===== src/rtl/pwm_capture_if.sv =====
// pwm_capture_if: signal bundle between a PWM capture block and its user.
//   enable       : measurement enable (user -> capture)
//   pwm_in       : asynchronous PWM waveform (source -> capture)
//   high_count   : high time of the last complete period, in clock cycles
//   period_count : rising edge to rising edge time, in clock cycles
//   valid        : one-cycle strobe, counts updated this cycle
//   timeout      : no rising edge seen for 2^CNT_W-1 cycles (sticky)
//   stuck_level  : synchronised line level when timeout was raised
// master = the side that drives enable/pwm_in; slave = the capture block.
interface pwm_capture_if #(
  parameter int CNT_W = 10
);
  logic             enable;
  logic             pwm_in;
  logic [CNT_W-1:0] high_count;
  logic [CNT_W-1:0] period_count;
  logic             valid;
  logic             timeout;
  logic             stuck_level;

  modport master (
    output enable, pwm_in,
    input  high_count, period_count, valid, timeout, stuck_level
  );

  modport slave (
    input  enable, pwm_in,
    output high_count, period_count, valid, timeout, stuck_level
  );
endinterface


===== src/rtl/pwm_capture.sv =====
// pwm_capture: measures high time and period of an external PWM line.
//   clock : system clock, rising edge
//   reset : asynchronous, active-high
//   bus   : pwm_capture_if.slave (enable, pwm_in in; counts, valid,
//           timeout, stuck_level out)
// Path from pwm_in to valid is SYNC_STAGES synchroniser flops, one edge
// detect register and the registered FSM output. SYNC_STAGES must be 2 or 3.
//
// state   | meaning
// --------+---------------------------------------------------------
// ST_IDLE | disabled, counters held at 0
// ST_ARM  | waiting for the first rising edge; per_ctr counts idle cycles
// ST_MEAS | counting period and high time between rising edges
module pwm_capture #(
  parameter int CNT_W       = 10,
  parameter int SYNC_STAGES = 2
) (
  input logic          clock,
  input logic          reset,
  pwm_capture_if.slave bus
);

  typedef enum logic [1:0] {ST_IDLE, ST_ARM, ST_MEAS} state_t;

  localparam logic [CNT_W-1:0] MAX = '1;
  localparam logic [CNT_W-1:0] ONE = CNT_W'(1);

  logic [SYNC_STAGES-1:0] r_sync;
  logic                   r_s_d;
  logic                   r_rise;
  logic                   r_s_q;
  logic                   w_s;
  logic                   w_rise;

  state_t                 r_state;
  logic [CNT_W-1:0]       r_per_ctr;
  logic [CNT_W-1:0]       r_hi_ctr;
  logic [CNT_W-1:0]       r_high_count;
  logic [CNT_W-1:0]       r_period_count;
  logic                   r_valid;
  logic                   r_timeout;
  logic                   r_stuck_level;

  assign w_s    = r_sync[SYNC_STAGES-1];
  assign w_rise = w_s & ~r_s_d;

  // r_rise and r_s_q are the edge flag and the level it belongs to, kept on
  // the same stage so both edges of the input see identical delay.
  always_ff @(posedge clock or posedge reset) begin
    if (reset) begin
      r_sync <= '0;
      r_s_d  <= 1'b0;
      r_rise <= 1'b0;
      r_s_q  <= 1'b0;
    end else begin
      r_sync <= {r_sync[SYNC_STAGES-2:0], bus.pwm_in};
      r_s_d  <= w_s;
      r_rise <= w_rise;
      r_s_q  <= w_s;
    end
  end

  always_ff @(posedge clock or posedge reset) begin
    if (reset) begin
      r_state        <= ST_IDLE;
      r_per_ctr      <= '0;
      r_hi_ctr       <= '0;
      r_high_count   <= '0;
      r_period_count <= '0;
      r_valid        <= 1'b0;
      r_timeout      <= 1'b0;
      r_stuck_level  <= 1'b0;
    end else begin
      r_valid <= 1'b0;
      if (!bus.enable) begin
        r_state   <= ST_IDLE;
        r_per_ctr <= '0;
        r_hi_ctr  <= '0;
      end else begin
        case (r_state)
          ST_IDLE: begin
            r_per_ctr <= '0;
            r_hi_ctr  <= '0;
            r_state   <= ST_ARM;
          end
          ST_ARM: begin
            if (r_rise) begin
              r_per_ctr <= ONE;
              r_hi_ctr  <= ONE;
              r_timeout <= 1'b0;
              r_state   <= ST_MEAS;
            end else if (r_per_ctr == MAX) begin
              // restart the idle count so a lasting fault re-samples the level
              r_timeout     <= 1'b1;
              r_stuck_level <= r_s_q;
              r_per_ctr     <= '0;
            end else begin
              r_per_ctr <= r_per_ctr + ONE;
            end
          end
          ST_MEAS: begin
            // a rise on the same edge as saturation still reports the period
            if (r_rise) begin
              r_high_count   <= r_hi_ctr;
              r_period_count <= r_per_ctr;
              r_valid        <= 1'b1;
              r_per_ctr      <= ONE;
              r_hi_ctr       <= ONE;
              r_timeout      <= 1'b0;
            end else if (r_per_ctr == MAX) begin
              r_timeout     <= 1'b1;
              r_stuck_level <= r_s_q;
              r_per_ctr     <= '0;
              r_hi_ctr      <= '0;
              r_state       <= ST_ARM;
            end else begin
              r_per_ctr <= r_per_ctr + ONE;
              if (r_s_q && (r_hi_ctr != MAX)) r_hi_ctr <= r_hi_ctr + ONE;
            end
          end
          default: begin
            r_state   <= ST_IDLE;
            r_per_ctr <= '0;
            r_hi_ctr  <= '0;
          end
        endcase
      end
    end
  end

  assign bus.high_count   = r_high_count;
  assign bus.period_count = r_period_count;
  assign bus.valid        = r_valid;
  assign bus.timeout      = r_timeout;
  assign bus.stuck_level  = r_stuck_level;

endmodule


===== src/flat_wrapper.sv =====
// flat-port wrapper written by rule: the top's interface ports become plain ports
module pwm_capture_flat 
#(
  parameter int CNT_W       = 10,
  parameter int SYNC_STAGES = 2
)
  (clock, reset, bus_enable, bus_pwm_in, bus_high_count, bus_period_count, bus_valid, bus_timeout, bus_stuck_level);
  pwm_capture_if #(.CNT_W(CNT_W)) bus_i ();
  input logic clock;
  input logic reset;
  input wire logic [$bits(bus_i.enable)-1:0] bus_enable;
  input wire logic [$bits(bus_i.pwm_in)-1:0] bus_pwm_in;
  output wire logic [$bits(bus_i.high_count)-1:0] bus_high_count;
  output wire logic [$bits(bus_i.period_count)-1:0] bus_period_count;
  output wire logic [$bits(bus_i.valid)-1:0] bus_valid;
  output wire logic [$bits(bus_i.timeout)-1:0] bus_timeout;
  output wire logic [$bits(bus_i.stuck_level)-1:0] bus_stuck_level;
  assign bus_i.enable = bus_enable;
  assign bus_i.pwm_in = bus_pwm_in;
  assign bus_high_count = bus_i.high_count;
  assign bus_period_count = bus_i.period_count;
  assign bus_valid = bus_i.valid;
  assign bus_timeout = bus_i.timeout;
  assign bus_stuck_level = bus_i.stuck_level;
  pwm_capture #(.CNT_W(CNT_W), .SYNC_STAGES(SYNC_STAGES)) u_core (.clock(clock), .reset(reset), .bus(bus_i));
endmodule

===== config.mk =====
export PLATFORM = sky130hd
export DESIGN_NAME = pwm_capture_flat
export DESIGN_NICKNAME = d
export VERILOG_FILES = /design/src/rtl/pwm_capture_if.sv /design/src/rtl/pwm_capture.sv /design/src/flat_wrapper.sv
export SDC_FILE = /design/constraint.sdc
export NUM_CORES = 1
export LEC_CHECK = 0
export ABC_AREA = 1
export BUFFER_PORTS_ARGS = -buffer_cell sky130_fd_sc_hd__buf_2
export CORE_MARGIN = 4
export CORE_UTILIZATION = 44
export CTS_CLUSTER_DIAMETER = 100
export CTS_CLUSTER_SIZE = 12
export DETAILED_ROUTE_END_ITERATION = 12
export SLEW_MARGIN = 20
export SYNTH_ARGS = -nofsm -noshare
export SYNTH_HDL_FRONTEND = slang
export SYNTH_SLANG_ARGS = --single-unit

===== constraint.sdc =====
create_clock -name clock -period 1.8 [get_ports clock]
set_input_delay 0.45 -clock clock [delete_from_list [all_inputs] [get_ports clock]]
set_output_delay 0.45 -clock clock [all_outputs]
set_load 0.01 [all_outputs]

Word level (Yosys, flattened, before mapping)
Index checks and enable logic that the tools add are counted.
{ "totals": {"register_bits": 49, "latch_bits": 0, "ram_bits": 0, "rom_bits": 0, "in_bits": 4, "out_inout_bits": 23, "elab_cells": 53, "memories": 0} }
{ "classes": {"n_addsub": 2, "n_mul": 0, "div_mod_pow": 0, "order_cmp": 0, "n_eq_ne": 8, "shifts": 0, "n_mux": 20, "bitwise_logic": 3, "n_reduce_logical": 9} }
{ "op_table": {"columns": ["cell", "n"], "rows": [
  ["$mux W10", 9],
  ["$add A10 B1 Y10 const B", 2],
  ["$pmux W10 S2", 1],
  ["$eq A10 B10 Y1 const B", 1],
  ["$ne A10 B10 Y1 const B", 1],
  ["$reduce_and A3 Y1", 3],
  ["$mux W2", 4],
  ["$ne A3 B2 Y1 const B", 2],
  ["$pmux W2 S3", 1],
  ["$mux W1", 5],
  ["$ne A5 B2 Y1 const B", 1],
  ["$reduce_and A4 Y1", 1],
  ["$ne A3 B3 Y1 const B", 1],
  ["$eq A2 B1 Y1 const B", 1],
  ["$eq A2 B2 Y1 const B", 1],
  ["$logic_not A2 Y1", 1],
  ["$not A1 Y1", 2],
  ["$reduce_and A2 Y1", 1],
  ["$reduce_bool A2 Y1", 1],
  ["$reduce_or A2 Y1", 1],
  ["$and A1 B1 Y1", 1],
  ["$logic_and A1 B1 Y1", 1]
]} }

Depth between registers and ports, before layout
{ "depth": {"word_depth": 7, "mapped_depth": 10, "depth_no_buf": 10} }

Least setup slack after synthesis
OpenSTA, ideal clock, no wires.
{ "synth_path": {"path_kind": "register to register", "from": "register u_core.r_per_ctr[0]", "to": "register u_core.r_hi_ctr[9]", "setup_ps": 117, "t_arrival_ps": 1327, "t_required_ps": 1683, "slack_ps": 357, "path_stages_with_launch": 10, "n_path_buf": 0, "synth_period_minus_slack_ps": 1443, "path_cell_list": "dfrtp_1 ha_1 nand2_1 nor2_4 nand3_4 nand2_2 nor2_2 nand2_8 nand3_1 nand2_1"} }
{ "synth_between": {"elab_chain_len": 5, "word_cells_on_any_way": 7, "classes_between": "eq/ne: 2; mux: 4; reduce/logical: 1"} }
{ "synth_lines": {"columns": ["item", "line", "text"], "rows": [
  ["start, declared", "pwm_capture.sv:36", "logic [CNT_W-1:0] r_per_ctr;"],
  ["start signal, assigned", "pwm_capture.sv:98", "r_per_ctr <= r_per_ctr + ONE;"],
  ["start signal, assigned", "pwm_capture.sv:117", "r_per_ctr <= r_per_ctr + ONE;"],
  ["$eq A10 B10 Y1 (*)", "pwm_capture.sv:110", "end else if (r_per_ctr == MAX) begin"],
  ["$mux W10", "pwm_capture.sv:110", null],
  ["$mux W10", "pwm_capture.sv:103", "if (r_rise) begin"],
  ["$pmux W10 S2", "pwm_capture.sv:80", "case (r_state)"],
  ["$mux W10", "pwm_capture.sv:75", "if (!bus.enable) begin"],
  ["end signal, assigned", "pwm_capture.sv:118", "if (r_s_q && (r_hi_ctr != MAX)) r_hi_ctr <= r_hi_ctr + ONE;"],
  ["end, declared", "pwm_capture.sv:37", "logic [CNT_W-1:0] r_hi_ctr;"]
]} }
Mark *: on every way between the ends. The rest lies on a longest branch, timed or not.
A chain may end at the register's enable or synchronous reset.

Worst setup path after layout
{ "layout_path": {"from": "register u_core.r_state[1]", "to": "register u_core.r_hi_ctr[6]"} }
{ "layout_between": {"elab_chain_len": 3, "word_cells_on_any_way": 7, "classes_between": "eq/ne: 4; mux: 2; reduce/logical: 1"} }
{ "layout_lines": {"columns": ["item", "line", "text"], "rows": [
  ["start, declared", "pwm_capture.sv:35", "state_t r_state;"],
  ["start signal, assigned", "pwm_capture.sv:65", "r_state <= ST_IDLE;"],
  ["start signal, assigned", "pwm_capture.sv:76", "r_state <= ST_IDLE;"],
  ["start signal, assigned", "pwm_capture.sv:84", "r_state <= ST_ARM;"],
  ["$eq A2 B2 Y1 / $eq A2 B1 Y1 (equally long branches)", "pwm_capture.sv:80", null],
  ["$ne A5 B2 Y1 (no line) (tied with other cells)", null, null],
  ["$reduce_and A2 Y1 (no line) / $mux W10 (equally long branches)", null, null]
]} }
Parallel ways exist; a longest one is shown, timed or not.

==> flow_summary.json <==
{
  "ys.warnings.count": 0,
  "cts_tree": "yes",
  "cp-end-kind": "register",
  "drt_iter0_drc": 94,
  "wirelength_um": 4660,
  "clk_pin_slew_ns": 0.09,
  "fin_ws_ns": 0.171,
  "routabilityCongestion": 0.806,
  "start_kind": "register",
  "numCtsBuffers": 5,
  "cts_htree_levels": 2,
  "p_comb_frac": 0.178,
  "finalCoreUtilization": 0.524,
  "setup_viol": 0,
  "synth_nets": 299,
  "grt_pass1_vias": 1714,
  "clock_path_buffers": 2,
  "clockPowerShare": 0.280,
  "areaGrowthSynthToFinish_pct": 13.9,
  "cts_setup_buffers": 0,
  "cts_sinks": 49,
  "ys_types": 28,
  "grt_first_pass_wirelength_um": 7990,
  "p_int_mw": 1.56,
  "maxCapViolations": 0,
  "mappedNetlistArea_mm2": 0.00239,
  "port_buffers": 26,
  "finalCritPeriodShare": 0.905,
  "async_reset_ff_frac": 1.00,
  "grt_start_max_net_pins": 50,
  "die_area_mm2": 0.00668,
  "nNetsFinal": 333,
  "synthCells": 289,
  "ir_drop_mv": 0.424,
  "antenna_found_initial": 0,
  "io-pin-count": 27,
  "num_antenna_cells": 0,
  "gr-usage-all-layers": 0.156,
  "critPathMaxFanout": 8,
  "p_switching_mw": 0.660,
  "hold_class": "in2async",
  "ys_seq_area_frac": 0.512,
  "status": "completed",
  "cp.required_ns": 2.04,
  "fin_tns_setup_ns": 0,
  "die_y_um": 81.8,
  "synth_common_cells": "100 x nand2_1, 49 x dfrtp_1, 30 x nor2_1",
  "fillCellCount": 530,
  "overflow": 0,
  "yosysMostFrequentCell": "nand2_1",
  "synth_area_leaders": "dfrtp_1 51%, nand2_1 16%, nor2_1 4.7%",
  "root_buffer": "clkbuf_8",
  "rsz0062_at_grt": "false",
  "clock_latency_ns": 0.30,
  "multiInputGateArea_mm2": 0.00103,
  "drt_first_pass_iters": 4,
  "cp.arrival_ns": 1.87,
  "ant_nets": 0,
  "yosys.area.top_type": "dfrtp_1",
  "swShare": 0.297,
  "relSlewSlack": 0.758,
  "hpwlAfterDp_um": 3430,
  "p_per_area_mw_per_mm2": 816,
  "seqPwrFrac": 0.542,
  "synth_edf_count": 0,
  "core_area_mm2": 0.00520,
  "rrSetupSlack_ns": 0.17,
  "synth_top_area_share": 0.512,
  "drc": 0,
  "final-seq-area_mm2": 0.00123,
  "fp-row-count": 26,
  "hold_buffers": 0,
  "leakage_nw": 1.38,
  "drive_gt1_frac": 0.179,
  "cts_resized": 0,
  "vias": 1841,
  "period_needed_ns": 1.63,
  "via_per_inst": 4.67,
  "ys.flop_type": "dfrtp_1",
  "die-width_um": 81.8,
  "ys_ff_latch": 49,
  "tightestPinTransition_ns": 0.362,
  "clock.fmax_mhz": 614,
  "skew_ns": 0.00644,
  "synth.avg_cell_area_um2": 8.28,
  "path_class": "reg2reg",
  "dp_slack_ns": 0.111,
  "start_util": 0.460,
  "hold_viol_final": 0,
  "slew_viol_final": 0,
  "drt-wirelength-per-cell_um": 11.8
}
==> through the flow <==
step	total power, mW	instances	hold slack, ns	instance area, um^2
after floorplan	1.51	289	0.331	2390
after global placement	1.62	386	0.339	2640
after detailed placement	1.62	386	0.343	2640
after CTS	2.25	394	0.182	2720
after global routing	2.37	394	0.190	2730
final	2.22	394	0.176	2730
==> worst max-delay path, cell delays in order, from the launching register on <==
cell and delay, ns:
dfrtp_1 0.42, inv_1 0.08, ha_1 0.27, nand2_1 0.11, nor2_1 0.19, nand3_2 0.20, nor2_1 0.15, nand3_1 0.09
nand2_1 0.07
==> logic make-up (layout without fill, tap and decap cells) <==
kind of cell,Yosys count,after routing,synth area share
simple gates,173,173,0.331
flops,49,49,0.512
buf+inv,34,69,0.0565
compound gates,21,21,0.0470
fa+ha+maj,6,6,0.0314
xor+xnor,6,6,0.0220
==> sequential cells by signal (all words and copies together) (netlist names) <==
signal and count:
u_core.bus.high_count 10, u_core.r_sync 2, u_core.bus.stuck_level 1, u_core.r_state 2, u_core.r_hi_ctr 10, u_core.r_s_d 1
u_core.bus.timeout 1, u_core.bus.period_count 10, u_core.r_rise 1, u_core.bus.valid 1, u_core.r_per_ctr 10
==> layer usage <==
metal / up-vias / share of wire / wire length [um] / GRT usage
met4: 0 / 0.0077 / 36 / 0.0498
met3: 5 / 0.040 / 186 / 0.0296
met2: 33 / 0.42 / 1980 / 0.233
met1: 833 / 0.53 / 2460 / 0.228
li1: 970 / - / - / -
met5: - / 0 / 0 / 0
==> cell type report <==
class	count	share of cell area
clock buffer	7	0.0280
tap	70	0.0321
multi-input combinational	206	0.380
clock inverter	1	0.00275
timing repair buffer	31	0.0661
inverter	30	0.0413
sequential	49	0.450
==> path summary, 6_finish.rpt <==
| path | startpoint | endpoint | cells after the start |
|---|---|---|---|
| max | u_core.r_state[1] | u_core.r_hi_ctr[6] | 8 |
| min | reset | u_core.r_per_ctr[9] | 3 |
| max reg2reg | u_core.r_state[1] | u_core.r_hi_ctr[6] | 8 |
| min reg2reg | u_core.r_sync[0] | u_core.r_sync[1] | 0 |
| max in group asynchronous | reset | u_core.bus.valid | 3 |
| min in group clock | bus_pwm_in | u_core.r_sync[0] | 1 |
==> layout by cell type, fill, tap and decap left out <==
master and n:
clkinvlp_4 1, clkbuf_1 2, nor2_4 3, xnor2_1 2
nor2_2 4, nand4_1 2, xor2_1 4, nand2_1 100
o31ai_1 1, ha_1 6, nor2_1 29, clkbuf_8 5
nor3b_1 2, inv_2 4, buf_12 1, nor3_1 1
o21ai_2 1, a21oi_1 3, nand3_4 1, nand3_1 22
buf_4 4, o21ai_1 2, o21ai_0 13, a31oi_1 1
inv_1 26, buf_2 26, nor3_2 1, nand2_2 4
dfrtp_1 49, and2_1 1, nand2_8 2, nand3_2 1
==> power by group through the flow <==
stage | clock [mW] | sequential, mW | combinational, mW
floorplan | 0 | 1.23 | 0.287
global placement | 0 | 1.22 | 0.395
detailed placement | 0 | 1.23 | 0.396
CTS | 0.646 | 1.21 | 0.397
global route | 0.688 | 1.21 | 0.467
finish | 0.622 | 1.21 | 0.396
(Power assumes the default switching activity.)
